`config.mk`:
```
export PLATFORM = sky130hd
export DESIGN_NAME = fifo_wr_arbiter_rr_flat
export DESIGN_NICKNAME = d
export VERILOG_FILES = /design/src/rtl/fifo_wr_arbiter_rr_if.sv /design/src/rtl/fifo_wr_arbiter_rr.sv /design/src/flat_wrapper.sv
export SDC_FILE = /design/constraint.sdc
export NUM_CORES = 1
export LEC_CHECK = 0
export ABC_AREA = 0
export BUFFER_PORTS_ARGS = -buffer_cell sky130_fd_sc_hd__buf_4
export CORE_MARGIN = 10
export CORE_UTILIZATION = 32
export CTS_CLUSTER_DIAMETER = 150
export DETAILED_ROUTE_END_ITERATION = 8
export GPL_TIMING_DRIVEN = 0
export MAX_ROUTING_LAYER = met4
export PLACE_DENSITY = 0.9
export SLEW_MARGIN = 40
export SYNTH_ARGS = -nofsm -noshare
export SYNTH_HDL_FRONTEND = slang
export SYNTH_SLANG_ARGS = --single-unit
```
`constraint.sdc`:
```
create_clock -name clk -period 3.5 [get_ports clk]
set_input_delay 0.7 -clock clk [delete_from_list [all_inputs] [get_ports clk]]
set_output_delay 0.7 -clock clk [all_outputs]
set_load 0.02 [all_outputs]
```
`src/rtl/fifo_wr_arbiter_rr_if.sv`:
```
// Write-side bundle between N single-beat requesters, the round-robin arbiter and the shared FIFO.
// The arbiter takes the master view; producers and the FIFO together form the slave view.
interface fifo_wr_arbiter_rr_if #(
    parameter int N     = 4,
    parameter int WIDTH = 32
);
    localparam int IDW = (N > 1) ? $clog2(N) : 1;

    logic [N-1:0]            req;
    logic [N-1:0][WIDTH-1:0] req_data;
    logic [N-1:0]            req_last;
    logic [N-1:0]            gnt;
    logic                    fifo_full;
    logic                    fifo_write;
    logic [IDW+WIDTH-1:0]    fifo_wdata;
    logic                    locked;
    logic                    lock_abort;

    modport master (
        input  req, req_data, req_last, fifo_full,
        output gnt, fifo_write, fifo_wdata, locked, lock_abort
    );

    modport slave (
        output req, req_data, req_last, fifo_full,
        input  gnt, fifo_write, fifo_wdata, locked, lock_abort
    );
endinterface

```
`src/rtl/fifo_wr_arbiter_rr.sv`:
```
// Round-robin arbiter for the write port of a shared FIFO; each accepted beat is tagged {source ID, data}.
// Define FIFO_ARB_BURST_LOCK_EN to keep the grant with one requester until its req_last beat (with idle timeout).
module fifo_wr_arbiter_rr #(
    parameter int N            = 4,
    parameter int WIDTH        = 32,
    parameter int LOCK_TIMEOUT = 15
) (
    input logic                  clk,
    input logic                  rest,
    fifo_wr_arbiter_rr_if.master bus
);
    localparam int IDW = (N > 1) ? $clog2(N) : 1;

    logic [IDW-1:0] ptr, ptr_nxt;
    logic [IDW-1:0] winner;
    logic [IDW-1:0] sel;
    logic           found;
    logic [N-1:0]   gnt;
    logic           grant_ok;

    function automatic logic [IDW-1:0] next_id(input logic [IDW-1:0] id);
        if (int'(id) >= N - 1) return '0;
        return id + 1'b1;
    endfunction

    // Grants are masked while reset is held so outputs drop in the same cycle rest falls.
    assign grant_ok = rest && !bus.fifo_full;

    // First requester at or after ptr, wrapping past N-1 back to 0.
    always_comb begin
        int idx;
        // NOTE: every comb output gets a default first, otherwise a missed path infers a latch.
        idx    = 0;
        winner = '0;
        found  = 1'b0;
        for (int k = 0; k < N; k++) begin
            idx = int'(ptr) + k;
            if (idx >= N) idx = idx - N;
            if (!found && bus.req[idx]) begin
                winner = IDW'(idx);
                found  = 1'b1;
            end
        end
    end

`ifdef FIFO_ARB_BURST_LOCK_EN
    localparam int TW = $clog2(LOCK_TIMEOUT + 1);

    typedef enum logic {IDLE, LOCK} state_t;

    state_t         state, state_nxt;
    logic [IDW-1:0] owner, owner_nxt;
    logic [TW-1:0]  tmo_cnt, tmo_nxt;
    logic           abort_nxt, abort_q;

    always_comb begin
        state_nxt = state;
        owner_nxt = owner;
        tmo_nxt   = tmo_cnt;
        ptr_nxt   = ptr;
        abort_nxt = 1'b0;
        gnt       = '0;
        sel       = winner;
        case (state)
            IDLE: begin
                if (grant_ok && found) begin
                    gnt[winner] = 1'b1;
                    ptr_nxt     = next_id(winner);
                    if (!bus.req_last[winner]) begin
                        state_nxt = LOCK;
                        owner_nxt = winner;
                        tmo_nxt   = '0;
                    end
                end
            end
            LOCK: begin
                sel = owner;
                if (bus.req[owner]) begin
                    // Owner is active: a FIFO stall only restarts the idle count, never aborts.
                    tmo_nxt = '0;
                    if (grant_ok) begin
                        gnt[owner] = 1'b1;
                        if (bus.req_last[owner]) begin
                            state_nxt = IDLE;
                            ptr_nxt   = next_id(owner);
                        end
                    end
                end else if (tmo_cnt == TW'(LOCK_TIMEOUT - 1)) begin
                    state_nxt = IDLE;
                    ptr_nxt   = next_id(owner);
                    abort_nxt = 1'b1;
                    tmo_nxt   = '0;
                end else begin
                    tmo_nxt = tmo_cnt + 1'b1;
                end
            end
        endcase
    end

    always_ff @(posedge clk or negedge rest) begin
        if (!rest) begin
            state   <= IDLE;
            owner   <= '0;
            tmo_cnt <= '0;
            ptr     <= '0;
            abort_q <= 1'b0;
        end else begin
            // NOTE: sequential state uses non-blocking assignments so every register samples pre-edge values.
            state   <= state_nxt;
            owner   <= owner_nxt;
            tmo_cnt <= tmo_nxt;
            ptr     <= ptr_nxt;
            abort_q <= abort_nxt;
        end
    end

    assign bus.locked     = (state == LOCK);
    assign bus.lock_abort = abort_q;
`else
    always_comb begin
        gnt     = '0;
        ptr_nxt = ptr;
        sel     = winner;
        if (grant_ok && found) begin
            gnt[winner] = 1'b1;
            ptr_nxt     = next_id(winner);
        end
    end

    always_ff @(posedge clk or negedge rest) begin
        if (!rest) ptr <= '0;
        else       ptr <= ptr_nxt;
    end

    assign bus.locked     = 1'b0;
    assign bus.lock_abort = 1'b0;

    // Burst inputs exist on the bus but have no function without the lock feature.
    logic unused_cfg;
    assign unused_cfg = ^{bus.req_last, LOCK_TIMEOUT[0]};
`endif

    assign bus.gnt        = gnt;
    assign bus.fifo_write = |gnt;
    assign bus.fifo_wdata = (|gnt) ? {sel, bus.req_data[sel]} : '0;
endmodule

```
`src/flat_wrapper.sv`:
```
// flat-port wrapper written by rule: the top's interface ports become plain ports
module fifo_wr_arbiter_rr_flat 
#(
    parameter int N            = 4,
    parameter int WIDTH        = 32,
    parameter int LOCK_TIMEOUT = 15
)
  (clk, rest, bus_req, bus_req_data, bus_req_last, bus_fifo_full, bus_gnt, bus_fifo_write, bus_fifo_wdata, bus_locked, bus_lock_abort);
  fifo_wr_arbiter_rr_if #(.N(N), .WIDTH(WIDTH)) bus_i ();
  input logic clk;
  input logic rest;
  input wire logic [$bits(bus_i.req)-1:0] bus_req;
  input wire logic [$bits(bus_i.req_data)-1:0] bus_req_data;
  input wire logic [$bits(bus_i.req_last)-1:0] bus_req_last;
  input wire logic [$bits(bus_i.fifo_full)-1:0] bus_fifo_full;
  output wire logic [$bits(bus_i.gnt)-1:0] bus_gnt;
  output wire logic [$bits(bus_i.fifo_write)-1:0] bus_fifo_write;
  output wire logic [$bits(bus_i.fifo_wdata)-1:0] bus_fifo_wdata;
  output wire logic [$bits(bus_i.locked)-1:0] bus_locked;
  output wire logic [$bits(bus_i.lock_abort)-1:0] bus_lock_abort;
  assign bus_i.req = bus_req;
  assign bus_i.req_data = bus_req_data;
  assign bus_i.req_last = bus_req_last;
  assign bus_i.fifo_full = bus_fifo_full;
  assign bus_gnt = bus_i.gnt;
  assign bus_fifo_write = bus_i.fifo_write;
  assign bus_fifo_wdata = bus_i.fifo_wdata;
  assign bus_locked = bus_i.locked;
  assign bus_lock_abort = bus_i.lock_abort;
  fifo_wr_arbiter_rr #(.N(N), .WIDTH(WIDTH), .LOCK_TIMEOUT(LOCK_TIMEOUT)) u_core (.clk(clk), .rest(rest), .bus(bus_i));
endmodule
```
-- After elaboration in Yosys (flattened, before gate mapping)
Cells that the tools add are included.
W data, S select, Z words.
- logic and storage cells: 65
- output and inout bits: 41
- register bits after elaboration: 2
- input port bits: 139
- reduce and logical (&&, ||, !) cells: 11
- muxes and demuxes: 34
- $lt $le $gt $ge: 11
- add/subtract/negate cells: 8
- operators with widths (operator ; count):
    $mux W32 ; 5
    $lt A32 B4 Y1 const B ; 4
    $ge A32 B4 Y1 const B ; 3
    $sub A32 B4 Y32 const B ; 3
    $bmux W32 S2 ; 1
    $mux W34 ; 1
    $mux W1 ; 15
    $mux W2 ; 6
    $bmux W1 S2 ; 4
    $add A2 B2 Y3 const B ; 2
    $logic_and A1 B1 Y1 ; 6
    $logic_not A1 Y1 ; 4
    $mux W4 ; 1
    $reduce_or A4 Y1 ; 1
    $sub A2 B3 Y4 const B ; 1
    $add A2 B1 Y3 const B ; 1
    $ge A2 B3 Y1 const B ; 1
    $lt A2 B3 Y1 const B ; 1
    $add A2 B1 Y2 const B ; 1
    $demux W1 S2 ; 1
    $ge A2 B1 Y1 const B ; 1
    $ge A2 B2 Y1 const B ; 1

-- Longest topological paths before layout
Gate-level depths: netlist of run 1.
- word-level depth: 22
- depth in mapped cells: 7
- gate-level depth less buffers: 5

-- Worst setup path before layout of run 1
OpenSTA, ideal clock, no wires.
- path type: input port to output port
- start: input port bus_fifo_full
- end: output port bus_gnt[2]
- cell stages on the path: 3
- path buffers: 0
- path slack: 0.508 ns
- required time: 2.800 ns
- arrival: 2.292 ns
- cells stage by stage: nand2b_1 > or2_1 > a2111oi_0
- longest elaborated chain between the ends: 4
- RTL lines (item ; line ; text):
    start: declaration ; flat_wrapper.sv:15 ; input wire logic [$bits(bus_i.fifo_full)-1:0] bus_fifo_full;
    $logic_not A1 Y1 ; fifo_wr_arbiter_rr.sv:27 ; assign grant_ok = rest && !bus.fifo_full;
    $logic_and A1 B1 Y1 ; fifo_wr_arbiter_rr.sv:27 ;
    $logic_and A1 B1 Y1 ; fifo_wr_arbiter_rr.sv:124 ; if (grant_ok && found) begin
    $mux W4 ; fifo_wr_arbiter_rr.sv:124 ;
    end: declaration ; flat_wrapper.sv:16 ; output wire logic [$bits(bus_i.gnt)-1:0] bus_gnt;
Every way passes these cells.

-- Worst setup path in the final report of run 1
- start: input port bus_req[2]
- end: output port bus_fifo_wdata[25]
- longest elaborated chain between the ends: 20
- RTL lines (item ; line ; text):
    start: declaration ; flat_wrapper.sv:12 ; input wire logic [$bits(bus_i.req)-1:0] bus_req;
    $bmux W1 S2 ; fifo_wr_arbiter_rr.sv:39 ; if (!found && bus.req[idx]) begin
    $mux W1 (implied by the code) (2 in a row) ; fifo_wr_arbiter_rr.sv:39 ;
    $mux W1 ; fifo_wr_arbiter_rr.sv:39 ;
    $logic_not A1 Y1 ; fifo_wr_arbiter_rr.sv:39 ;
    $logic_and A1 B1 Y1 ; fifo_wr_arbiter_rr.sv:39 ;
    $mux W1 ; fifo_wr_arbiter_rr.sv:39 ;
    $logic_not A1 Y1 ; fifo_wr_arbiter_rr.sv:39 ;
    $logic_and A1 B1 Y1 ; fifo_wr_arbiter_rr.sv:39 ;
    [3 not listed] ; n/a ;
    $mux W2 ; fifo_wr_arbiter_rr.sv:39 ;
    $lt A2 B3 Y1 (implied by the code) / $ge A2 B1 Y1 (equally long branches) ; fifo_wr_arbiter_rr.sv:125 ; gnt[winner] = 1'b1;
    $logic_and A1 B1 Y1 (implied by the code) ; fifo_wr_arbiter_rr.sv:125 ;
    $mux W1 (implied by the code) ; fifo_wr_arbiter_rr.sv:125 ;
    $demux W1 S2 ; n/a ;
    $mux W4 ; fifo_wr_arbiter_rr.sv:124 ;
    $reduce_or A4 Y1 ; fifo_wr_arbiter_rr.sv:145 ; assign bus.fifo_wdata = (|gnt) ? {sel, bus.req_data[sel]} : '0;
    $mux W34 * ; fifo_wr_arbiter_rr.sv:145 ;
    end: declaration ; flat_wrapper.sv:18 ; output wire logic [$bits(bus_i.fifo_wdata)-1:0] bus_fifo_wdata;
Every way passes the cells marked *; elsewhere a longest branch is shown, timed or not. The select of a mux whose other input is x is not followed.

==> impl_results.md, run 1 <==
- Status: finished, final reports clean
- Via density: 5.18
- Row cnt: 22
- Root Driver: clkbuf_8
- Vias: 1922
- Area Growth Syn to Fin: 117%
- First-pass GRT wire length: 9980 microns
- Antenna Nets Post-Route: 0
- Critical path depth in cells: 8
- CP endpoint: bus_fifo_wdata[25]
- Hold crit path type: input port to asynchronous set/reset pin
- Clock tree buffer depth: 2
- Layout cells sized above 1: 0.585
- Wire per inst: 18.8 microns
- Crit path max fanout: 10
- Finished Cell Area: 0.00260 sq mm
- CP startpoint: bus_req[2]
- Worst endpoint required time: 2.80 ns
- Post-DP HPWL: 6040 microns
- Worst relative slew slack: 0.566
- Drt drc: 0
- Final hold vios: 0
- Clk Latency, worst-skew pair: 0.21 ns
- Crit path DAT: 2.50 ns
- Grt ovf: 0
- Post-Synthesis Cells: 146
- Yosys Warn Count: 0
- Clock slew at reported path FFs: 0.03 ns
- Hold-fix buffers, CTS: 0
- # clock sinks: 2
- Avg Cell Area, Syn: 8.22 sq um
- Area share of the largest cell type after synthesis: 0.542
- Die X: 81.2 microns
- Worst slew pin tran: 0.635 ns
- Worst path cell trace: buf_4, nor4_1, or2_1, inv_1, o21ai_1, clkbuf_1, o22ai_1, buf_4
- Setup CP Type: input port to output port
- GRT Resource Usage Total: 0.194
- Gp weighted congestion: 0.827
- Largest register FFs: 2
- WL final: 6980 microns
- Vias in the first global route: 2034
- Largest net degree at the start of global routing: 11
- RSZ-0062 raised after global routing: no
- Worst IR Drop VDD: 0.149 mV
- Crit path launch type: input port
- Metal3 WL: 450 microns
- Initial DRT Pass Iterations: 4
- Sum Neg Setup Slack: 0 ns
- Placed instance area: 0.00256 sq mm
- Fmax: 313 MHz
- Pins over their slew limit: 0
- Post-CTS sizing: 0
- Initial antenna violation count: 0
- Minimum clock period: 3.20 ns
- R2r worst-path depth: 6
- Slowest CP cell: clkbuf_1
- Fin crit share: 0.914
- Total of max-cap violations: 0
- Origin of the critical flop-to-flop path: u_core.ptr[1]
- Top sig layer: met4
- Leakage: 1.48 nW
- Post-route clock skew: 0.00125 ns
- CTS tree: built
- Core Area: 0.00363 sq mm
- Initial core utilization: 0.330
- Critical Path Sink Type: output port
- Max stage delay on crit path: 0.43 ns
- Final #Nets: 464
- Leading area contributor after synthesis: mux2i_1
- Inserted Diodes: 0
- # setup viols final: 0
- Netlist cell types: 27
- Sequential share of the synthesized area: 0.0417
- Crit path max-delay family: buffers and inverters
- R2R setup slack: 1.75 ns
- Setup Buffers After CTS: 0
- Die footprint: 0.00660 sq mm
- Post-Syn Area: 0.00120 sq mm
- CTS H-Tree Depth: 1
- Met2 Routed Length: 3700 microns
- Top flop regs: u_core.ptr: 2 flops
- Power per cell area: 321 mW/mm^2
- Cell mode on critical path: buf_4
- Top reg by flops: u_core.ptr
- Num CTS Buffers: 3
- Wl on met1: 2690 microns
- Register bit total from synthesis: 2
- R2r endpoint: u_core.ptr[1]
- Initial DRC Count: 61
- Bufs and invs on worst path: 4
- Die H: 81.2 microns
- Top post-synthesis cells by area: mux2i_1, o22ai_1, buf_6
- Num ports: 180
- IO Port Bufs: 173
## where the power goes
group / total (mW) / internal [mW] / switching, mW
sequential: 0.0435 / 0.0306 / 0.0129
combinational: 0.700 / 0.365 / 0.335
clock: 0.0935 / 0.0729 / 0.0206
total: 0.837 / 0.468 / 0.369
## per-layer routing
layer | GRT usage | up-vias
met4 | 0.0623 | 0
met1 | 0.216 | 871
met5 | - | -
li1 | - | 928
met3 | 0.0408 | 14
met2 | 0.339 | 109
## cell usage after synthesis
cell and number:
mux2i_1 65, o22ai_1 32, clkbuf_1 8, buf_6 5
inv_1 5, a21oi_1 4, nand2b_1 3, a221o_1 2
buf_2 2, buf_4 2, dfrtp_1 2, a2111oi_0 1
a21bo_2 1, a21o_1 1, a221oi_2 1, and2_1 1
conb_1 1, nand2_1 1, nor2_2 1, nor2b_1 1
nor3_1 1, nor3b_1 1, nor4_1 1, o21ai_1 1
or2_1 1, or2_2 1, or3_1 1
## worst register-to-register path, stage by stage, from the launching register on
cell,delay [ns]
dfrtp_1,0.45
mux2i_1,0.28
a221o_1,0.18
clkbuf_1,0.15
buf_6,0.20
nor2_2,0.08
a221o_1,0.29
## logic make-up after synthesis
| kind of cell | share of synthesized area |
|---|---|
| other | 0.00313 |
| flip-flops | 0.0417 |
| multiplexers | 0.542 |
| AND/OR/NAND/NOR | 0.0657 |
| AO/OA/AOI/OAI | 0.239 |
| buffers and inverters | 0.108 |
## how the worst min path moves through the flow
stage	endpoint	slack, ns	cells after the start
finish	u_core.ptr[0]	0.27	1
global route	u_core.ptr[0]	0.27	1
CTS	u_core.ptr[0]	0.27	1
detailed placement	u_core.ptr[1]	0.49	1
global placement	u_core.ptr[1]	0.49	1
floorplan	u_core.ptr[0]	0.40	0
## cells in the final DEF (no fill, tap or decap), drive strengths merged
master,n
or2,2
nand2,1
nor4,1
a21oi,4
or3,1
and2,1
conb,2
o22ai,32
a21o,1
nand2b,3
o21ai,1
a221o,2
buf,182
nor2,1
nor3b,1
inv,5
dfrtp,2
mux2i,65
a21bo,1
nor2b,1
a221oi,1
a2111oi,1
nor3,1
clkbuf,11
## layout make-up
type	count	area, sq um
plain buffers	17	111
well taps	48	60.1
multi-input cells	123	1020
inverters	5	18.8
repair buffers	173	1300
fillers	300	1030
clock buffers	3	41.3
flip-flops and latches	2	50.0
## stage by stage
step | util | hold slack, ns | total power [mW] | setup slack (ns) | cells
after floorplan | - | 0.404 | 0.475 | 0.508 | 147
after global placement | 0.705 | 0.487 | 0.734 | 0.317 | 368
after detailed placement | 0.705 | 0.490 | 0.743 | 0.355 | 368
after CTS | 0.717 | 0.267 | 0.839 | 0.319 | 371
after global routing | 0.717 | 0.271 | 0.886 | 0.122 | 371
final | 0.717 | 0.266 | 0.837 | 0.302 | 371
Note: power is estimated with default switching activity, not from simulation.
==> inputs of run 2 (changes only) <==
- ABC_AREA: 0 -> 1
- CORE_UTILIZATION: 32 -> 40
- PLACE_DENSITY: 0.9 -> 0.86
- SETUP_SLACK_MARGIN: default -> 0.2
==> impl_results.md, run 2 <==
- Synth Area in Simple Gates: 0.615 (+0.549)
- Pins over their slew limit: 0 (unchanged)
- Via density: 5.12 (-1.3%)
- Sequential cell area: 50.0 sq um (unchanged)
- Row cnt: 26 (+18%)
- Cell mode on critical path: nand2_1
- Top flop regs: u_core.ptr: 2 flops
- Post-Synth Adder-Cell Area: 0 (unchanged)
- Post-Syn Area: 0.00211 sq mm (+76%)
- Initial DRC Count: 196 (+220%)
- Bufs and invs on worst path: 5 (+1)
- Wire per inst: 15.0 microns (-21%)
- RSZ-0062 raised after global routing: no
- Most common cell in the netlist: nand2_1
- Hold-fix buffers, CTS: 0 (unchanged)
- Fmax: 327 MHz (+4.5%)
- Final hold vios: 0 (unchanged)
- Largest register FFs: 2 (unchanged)
- Num CTS Buffers: 3 (unchanged)
- Clk Latency, worst-skew pair: 0.21 ns (about the same)
- Mux contribution to synthesized area: 0 (-0.542)
- Clock slew at reported path FFs: 0.03 ns (about the same)
- Sequential share of the synthesized area: 0.0237 (-0.0180)
- Worst path cell trace: buf_4, inv_1, nand2_1, nand3_1, nand2_1, nor2_2, nand2_1, nor2_2, nor2_4, inv_2, buf_4, nand2_1, a21oi_1, buf_4
- Setup CP Type: input port to output port
- Register bit total from synthesis: 2 (unchanged)
- Antenna Nets Post-Route: 0 (unchanged)
- Power per cell area: 1050 mW/mm^2 (+230%)
- Vias in the first global route: 3387 (+67%)
- Final #Nets: 755 (+63%)
- Post-DP HPWL: 8270 microns (+37%)
- Total of max-cap violations: 0 (unchanged)
- Initial DRT Pass Iterations: 5 (+1)
- Yosys Warn Count: 0 (unchanged)
- Leading area contributor after synthesis: nand2_1
- EDFF count, synth: 0 (unchanged)
- Post-CTS sizing: 0 (unchanged)
- FILL cells: 471 (+57%)
- Core Area: 0.00511 sq mm (+41%)
- # clock sinks: 2 (unchanged)
- Minimum clock period: 3.06 ns (-0.139 ns)
- Initial core utilization: 0.414 (+0.0833)
- Vias: 3499 (+82%)
- Top FF cell, synth: dfrtp_1
- Largest net degree at the start of global routing: 11 (unchanged)
- Sum Neg Setup Slack: 0 ns (unchanged)
- Crit path max fanout: 10 (unchanged)
- Max stage delay on crit path: 0.19 ns (-0.24 ns)
- Crit path launch type: input port
- Async S/R FF share, synth: 1.00 (unchanged)
- Die H: 92.7 microns (+14%)
- Post-route clock skew: 0.00393 ns (+0.00268 ns)
- Critical Path Sink Type: output port
- # setup viols final: 0 (unchanged)
- CTS tree: built
- Post-synthesis xor/xnor area fraction: 0 (unchanged)
- Slowest CP cell: buf_4
- Fin crit share: 0.874 (-0.0397)
- Avg Cell Area, Syn: 4.83 sq um (-41%)
- Design Power: 3.72 mW (+350%)
- Setup Buffers After CTS: 0 (unchanged)
- First-pass GRT wire length: 15800 microns (+59%)
- Crit path max-delay family: simple AND/OR/NAND/NOR gates
- CTS H-Tree Depth: 1 (unchanged)
- Top post-synthesis cells by area: nand2_1, nand4_1, inv_1
- Leakage: 2.23 nW (+50%)
- Gp weighted congestion: 0.894 (+8.0%)
- Netlist cell types: 23 (-15%)
- Commonest non-fill, non-tap cell in the layout: buf_4
- Area of the multi-input gates: 0.00149 sq mm (+46%)
- Commonest cells post-synth: nand2_1, inv_1, nand4_1
- Drt drc: 0 (unchanged)
- WL final: 10200 microns (+47%)
- Area Growth Syn to Fin: 68.0%
- Layout cells sized above 1: 0.370 (-0.215)
- Inserted Diodes: 0 (unchanged)
- Initial antenna violation count: 0 (unchanged)
- Most frequent cells in the layout: buf_4, nand2_1, inv_1
- Die footprint: 0.00859 sq mm (+30%)
- Die X: 92.7 microns (+14%)
- Area share of the largest cell type after synthesis: 0.297 (-0.245)
- Worst IR Drop VDD: 0.577 mV (+290%)
- Synth Area in Compound Gates: 0.0871 (-0.152)
- Status: finished, final reports clean
- Crit path DAT: 2.36 ns (-0.14 ns)
- Clock tree buffer depth: 2 (unchanged)
- IO Port Bufs: 173 (unchanged)
- Hold crit path type: input port to asynchronous set/reset pin
- Top reg by flops: u_core.ptr
- Largest family of logic cells by synthesized area: simple AND/OR/NAND/NOR gates
- Root Driver: clkbuf_8
- Worst endpoint required time: 2.80 ns (about the same)
- Post-Synthesis Cells: 437 (+200%)
- Num ports: 180 (unchanged)
- Grt ovf: 0 (unchanged)
- GRT Resource Usage Total: 0.223 (+0.0283)
==> run 2: cell types whose count changed in the layout (fill, tap and decap cells not counted), sizes merged, moves of 3 or more <==
cell	delta
nand4	+64
inv	+73
nand3	+41
a21oi	+28
o22ai	-32
nand2	+167
buf	+30
nor2	+5
nand2b	-3
mux2i	-65
clkbuf	-7
==> run 2: per-stage QoR <==
stage / utilization / setup WS [ns] / std cells / area, sq um / hold slack [ns]
floorplan: - / 0.778 / 438 / 2120 / 0.404
global placement: 0.686 / 0.477 / 681 / 3500 / 0.491
detailed placement: 0.686 / 0.452 / 681 / 3500 / 0.491
CTS: 0.694 / 0.441 / 684 / 3540 / 0.267
global route: 0.695 / 0.253 / 684 / 3550 / 0.266
finish: 0.695 / 0.441 / 684 / 3550 / 0.270
==> run 2: final timing paths <==
check	startpoint	endpoint	slack [ns]	depth (start not counted)
min in group clk	u_core.ptr[1]	u_core.ptr[1]	0.70	2
max	bus_req[1]	bus_fifo_wdata[31]	0.44	14
min	rest	u_core.ptr[1]	0.27	1
max in group asynchronous	rest	u_core.ptr[0]	3.13	1
max reg2reg	u_core.ptr[0]	u_core.ptr[0]	1.58	12
min reg2reg	u_core.ptr[1]	u_core.ptr[1]	0.70	2
==> run 2: final cells by class <==
type	instances	area share
plain buffers	40	0.0790
clock buffers	3	0.0116
inverters	78	0.0832
repair buffers	173	0.366
multi-input cells	318	0.421
flip-flops and latches	2	0.0141
well taps	70	0.0247
==> run 2: logic make-up after synthesis <==
logic type	count (synthesis)
buf+inv	118
simple gates	280
other cells	1
compound gates	36
flops	2
==> run 2: report_power, final <==
group	switching [mW]	leakage [nW]	internal, mW
clock network	0.0195	0.0216	0.0728
logic	2.24	2.18	1.35
registers	0.00990	0.0247	0.0350
total	2.27	2.23	1.46
==> run 2: layer usage <==
metal	routed length, microns	share of wire	track usage
met5	0	0	-
met1	4290	0.42	0.272
met4	113	0.011	0.0424
met3	917	0.090	0.0339
met2	4910	0.48	0.381
==> inputs of run 3 (changes only) <==
- BUFFER_PORTS_ARGS: -buffer_cell sky130_fd_sc_hd__buf_4 -> -buffer_cell sky130_fd_sc_hd__buf_2
==> impl_results.md, run 3 (same netlist as run 2, synthesis figures left out) <==
- Status: finished, final reports clean
- Commonest non-fill, non-tap cell in the layout: buf_2
- Via density: 5.01 (-2.1%)
- Root Driver: clkbuf_8
- Num CTS Buffers: 3 (unchanged)
- Worst endpoint required time: 2.80 ns (about the same)
- Top flop regs: u_core.ptr: 2 flops
- Vias in the first global route: 3460 (+2.2%)
- Seq pwr share: 0.013 (about the same)
- Final hold vios: 0 (unchanged)
- CTS tree: built
- IO Port Bufs: 173 (unchanged)
- Core Area: 0.00511 sq mm (unchanged)
- Area Growth Syn to Fin: 47.4%
- Hold crit path type: input port to asynchronous set/reset pin
- Layout cells sized above 1: 0.368 (-0.00163)
- Initial core utilization: 0.414 (unchanged)
- Crit path max fanout: 10 (unchanged)
- Clk Latency, worst-skew pair: 0.22 ns (about the same)
- WL final: 9780 microns (-4.4%)
- Row cnt: 26 (unchanged)
- Critical Path Sink Type: output port
- R2r endpoint: u_core.ptr[1]
- Fmax: 327 MHz (+0.16%)
- Setup CP Type: input port to output port
- CTS H-Tree Depth: 1 (unchanged)
- Crit path launch type: input port
- Pins over their slew limit: 0 (unchanged)
- Sum Neg Setup Slack: 0 ns (unchanged)
- Initial antenna violation count: 0 (unchanged)
- Die X: 92.7 microns (unchanged)
- Switching power: 2.24 mW (-1.2%)
- Clock tree buffer depth: 2 (unchanged)
- RSZ-0062 raised after global routing: no
- Crit path DAT: 2.35 ns (about the same)
- Origin of the critical flop-to-flop path: u_core.ptr[0]
- Die H: 92.7 microns (unchanged)
- Post-DP HPWL: 8000 microns (-3.3%)
- Power per cell area: 1140 mW/mm^2 (+8.9%)
- Inserted Diodes: 0 (unchanged)
- Initial DRC Count: 225 (+15%)
- Post-route clock skew: 0.00491 ns (+0.000975 ns)
- Largest net degree at the start of global routing: 11 (unchanged)
- Total of max-cap violations: 0 (unchanged)
- Clock slew at reported path FFs: 0.03 ns (about the same)
- Internal cell power: 1.32 mW (-9.4%)
- Clock power share: 0.026 (about the same)
- Antenna Nets Post-Route: 0 (unchanged)
- Most frequent cells in the layout: buf_2, nand2_1, inv_1
- Num ports: 180 (unchanged)
- Largest register FFs: 2 (unchanged)
- Placed cells: 681 (unchanged)
- R2R setup slack: 1.52 ns (-0.06 ns)
- Initial DRT Pass Iterations: 7 (+2)
- Die footprint: 0.00859 sq mm (unchanged)
- First-pass GRT wire length: 15200 microns (-3.7%)
- GRT Resource Usage Total: 0.212 (-0.0111)
- Final #Nets: 755 (unchanged)
- Fin crit share: 0.873 (-0.00137)
- Worst IR Drop VDD: 0.551 mV (-4.6%)
- R2r worst-path depth: 13 (+1)
- Wire per inst: 14.3 microns (-4.4%)
- Top reg by flops: u_core.ptr
- Sw Ratio: 0.629 (+0.0205)
- Vias: 3427 (-2.1%)
- # setup viols final: 0 (unchanged)
- Leakage: 2.11 nW (-5.3%)
- Non-filler instance count after layout: 684 (unchanged)
- Share of total power in combinational logic: 0.961 (-0.002)
- Hold WS: 0.275 ns (+0.00465 ns)
- Drt drc: 0 (unchanged)
- Minimum clock period: 3.05 ns (-0.00480 ns)
- # clock sinks: 2 (unchanged)
- Gp weighted congestion: 0.909 (+1.7%)
- Grt ovf: 0 (unchanged)
-- run 3: cell count changes in the layout (fill, tap and decap cells not counted), sizes merged --
cell / before / now
buf: 212 / 211
clkbuf: 4 / 5
-- run 3: area by class of cell --
cell class              instances  area [sq um]
well taps                      70          87.6
inverters                      78           295
clock buffers                   3          41.3
repair buffers                173           866
plain buffers                  40           283
flip-flops and latches          2          50.0
fillers                       526          1990
multi-input cells             318          1490
-- run 3: worst max-delay path by stage --
stage                    start            endpoint  cells after the start
floorplan           bus_req[1]   bus_fifo_wdata[0]                     11
global placement    bus_req[1]  bus_fifo_wdata[12]                     14
detailed placement  bus_req[1]  bus_fifo_wdata[12]                     14
CTS                 bus_req[1]  bus_fifo_wdata[12]                     14
global route        bus_req[0]  bus_fifo_wdata[12]                     15
finish              bus_req[1]  bus_fifo_wdata[27]                     14
-- run 3: metal layers --
metal	global-route usage	vias up	share of wire
met5	-	-	0
met4	0.0488	0	0.010
met3	0.0452	12	0.094
met2	0.362	164	0.47
met1	0.248	1493	0.42
li1	-	1758	-
-- run 3: timing repair --
item / 4_1_cts / 5_1_grt
setup endpoints to repair: 0 / 1
gates resized for setup: 0 / 1
hold buffers: 0 / 0
buffers inserted: 0 / 0
-- run 3: critical path, cell delays in order --
cell and delay [ns]:
buf_2 0.10, inv_1 0.06, nand2_1 0.06, nand3_1 0.11, nand2_1 0.09, nor2_2 0.16
nand3_2 0.12, nand3_2 0.14, buf_2 0.25, nand2_1 0.08, nand2_1 0.07, nand2_1 0.08
a21oi_1 0.13, buf_2 0.18
-- run 3: stage by stage --
step	utilization	power, mW	cell area [sq um]	worst slack (ns)
finish	0.610	3.56	3110	0.446
global route	0.610	3.97	3110	0.206
global placement	0.601	3.40	3070	0.439
detailed placement	0.601	3.45	3070	0.419
CTS	0.609	3.55	3110	0.411
floorplan	-	2.60	2120	0.778
-- run 3: power groups by stage --
| stage | clock network, mW | registers [mW] | logic (mW) |
|---|---|---|---|
| floorplan | 0 | 0.0435 | 2.56 |
| global route | 0.0964 | 0.0468 | 3.83 |
| detailed placement | 0 | 0.0450 | 3.40 |
| global placement | 0 | 0.0447 | 3.35 |
| CTS | 0.0939 | 0.0448 | 3.41 |
| finish | 0.0931 | 0.0448 | 3.42 |
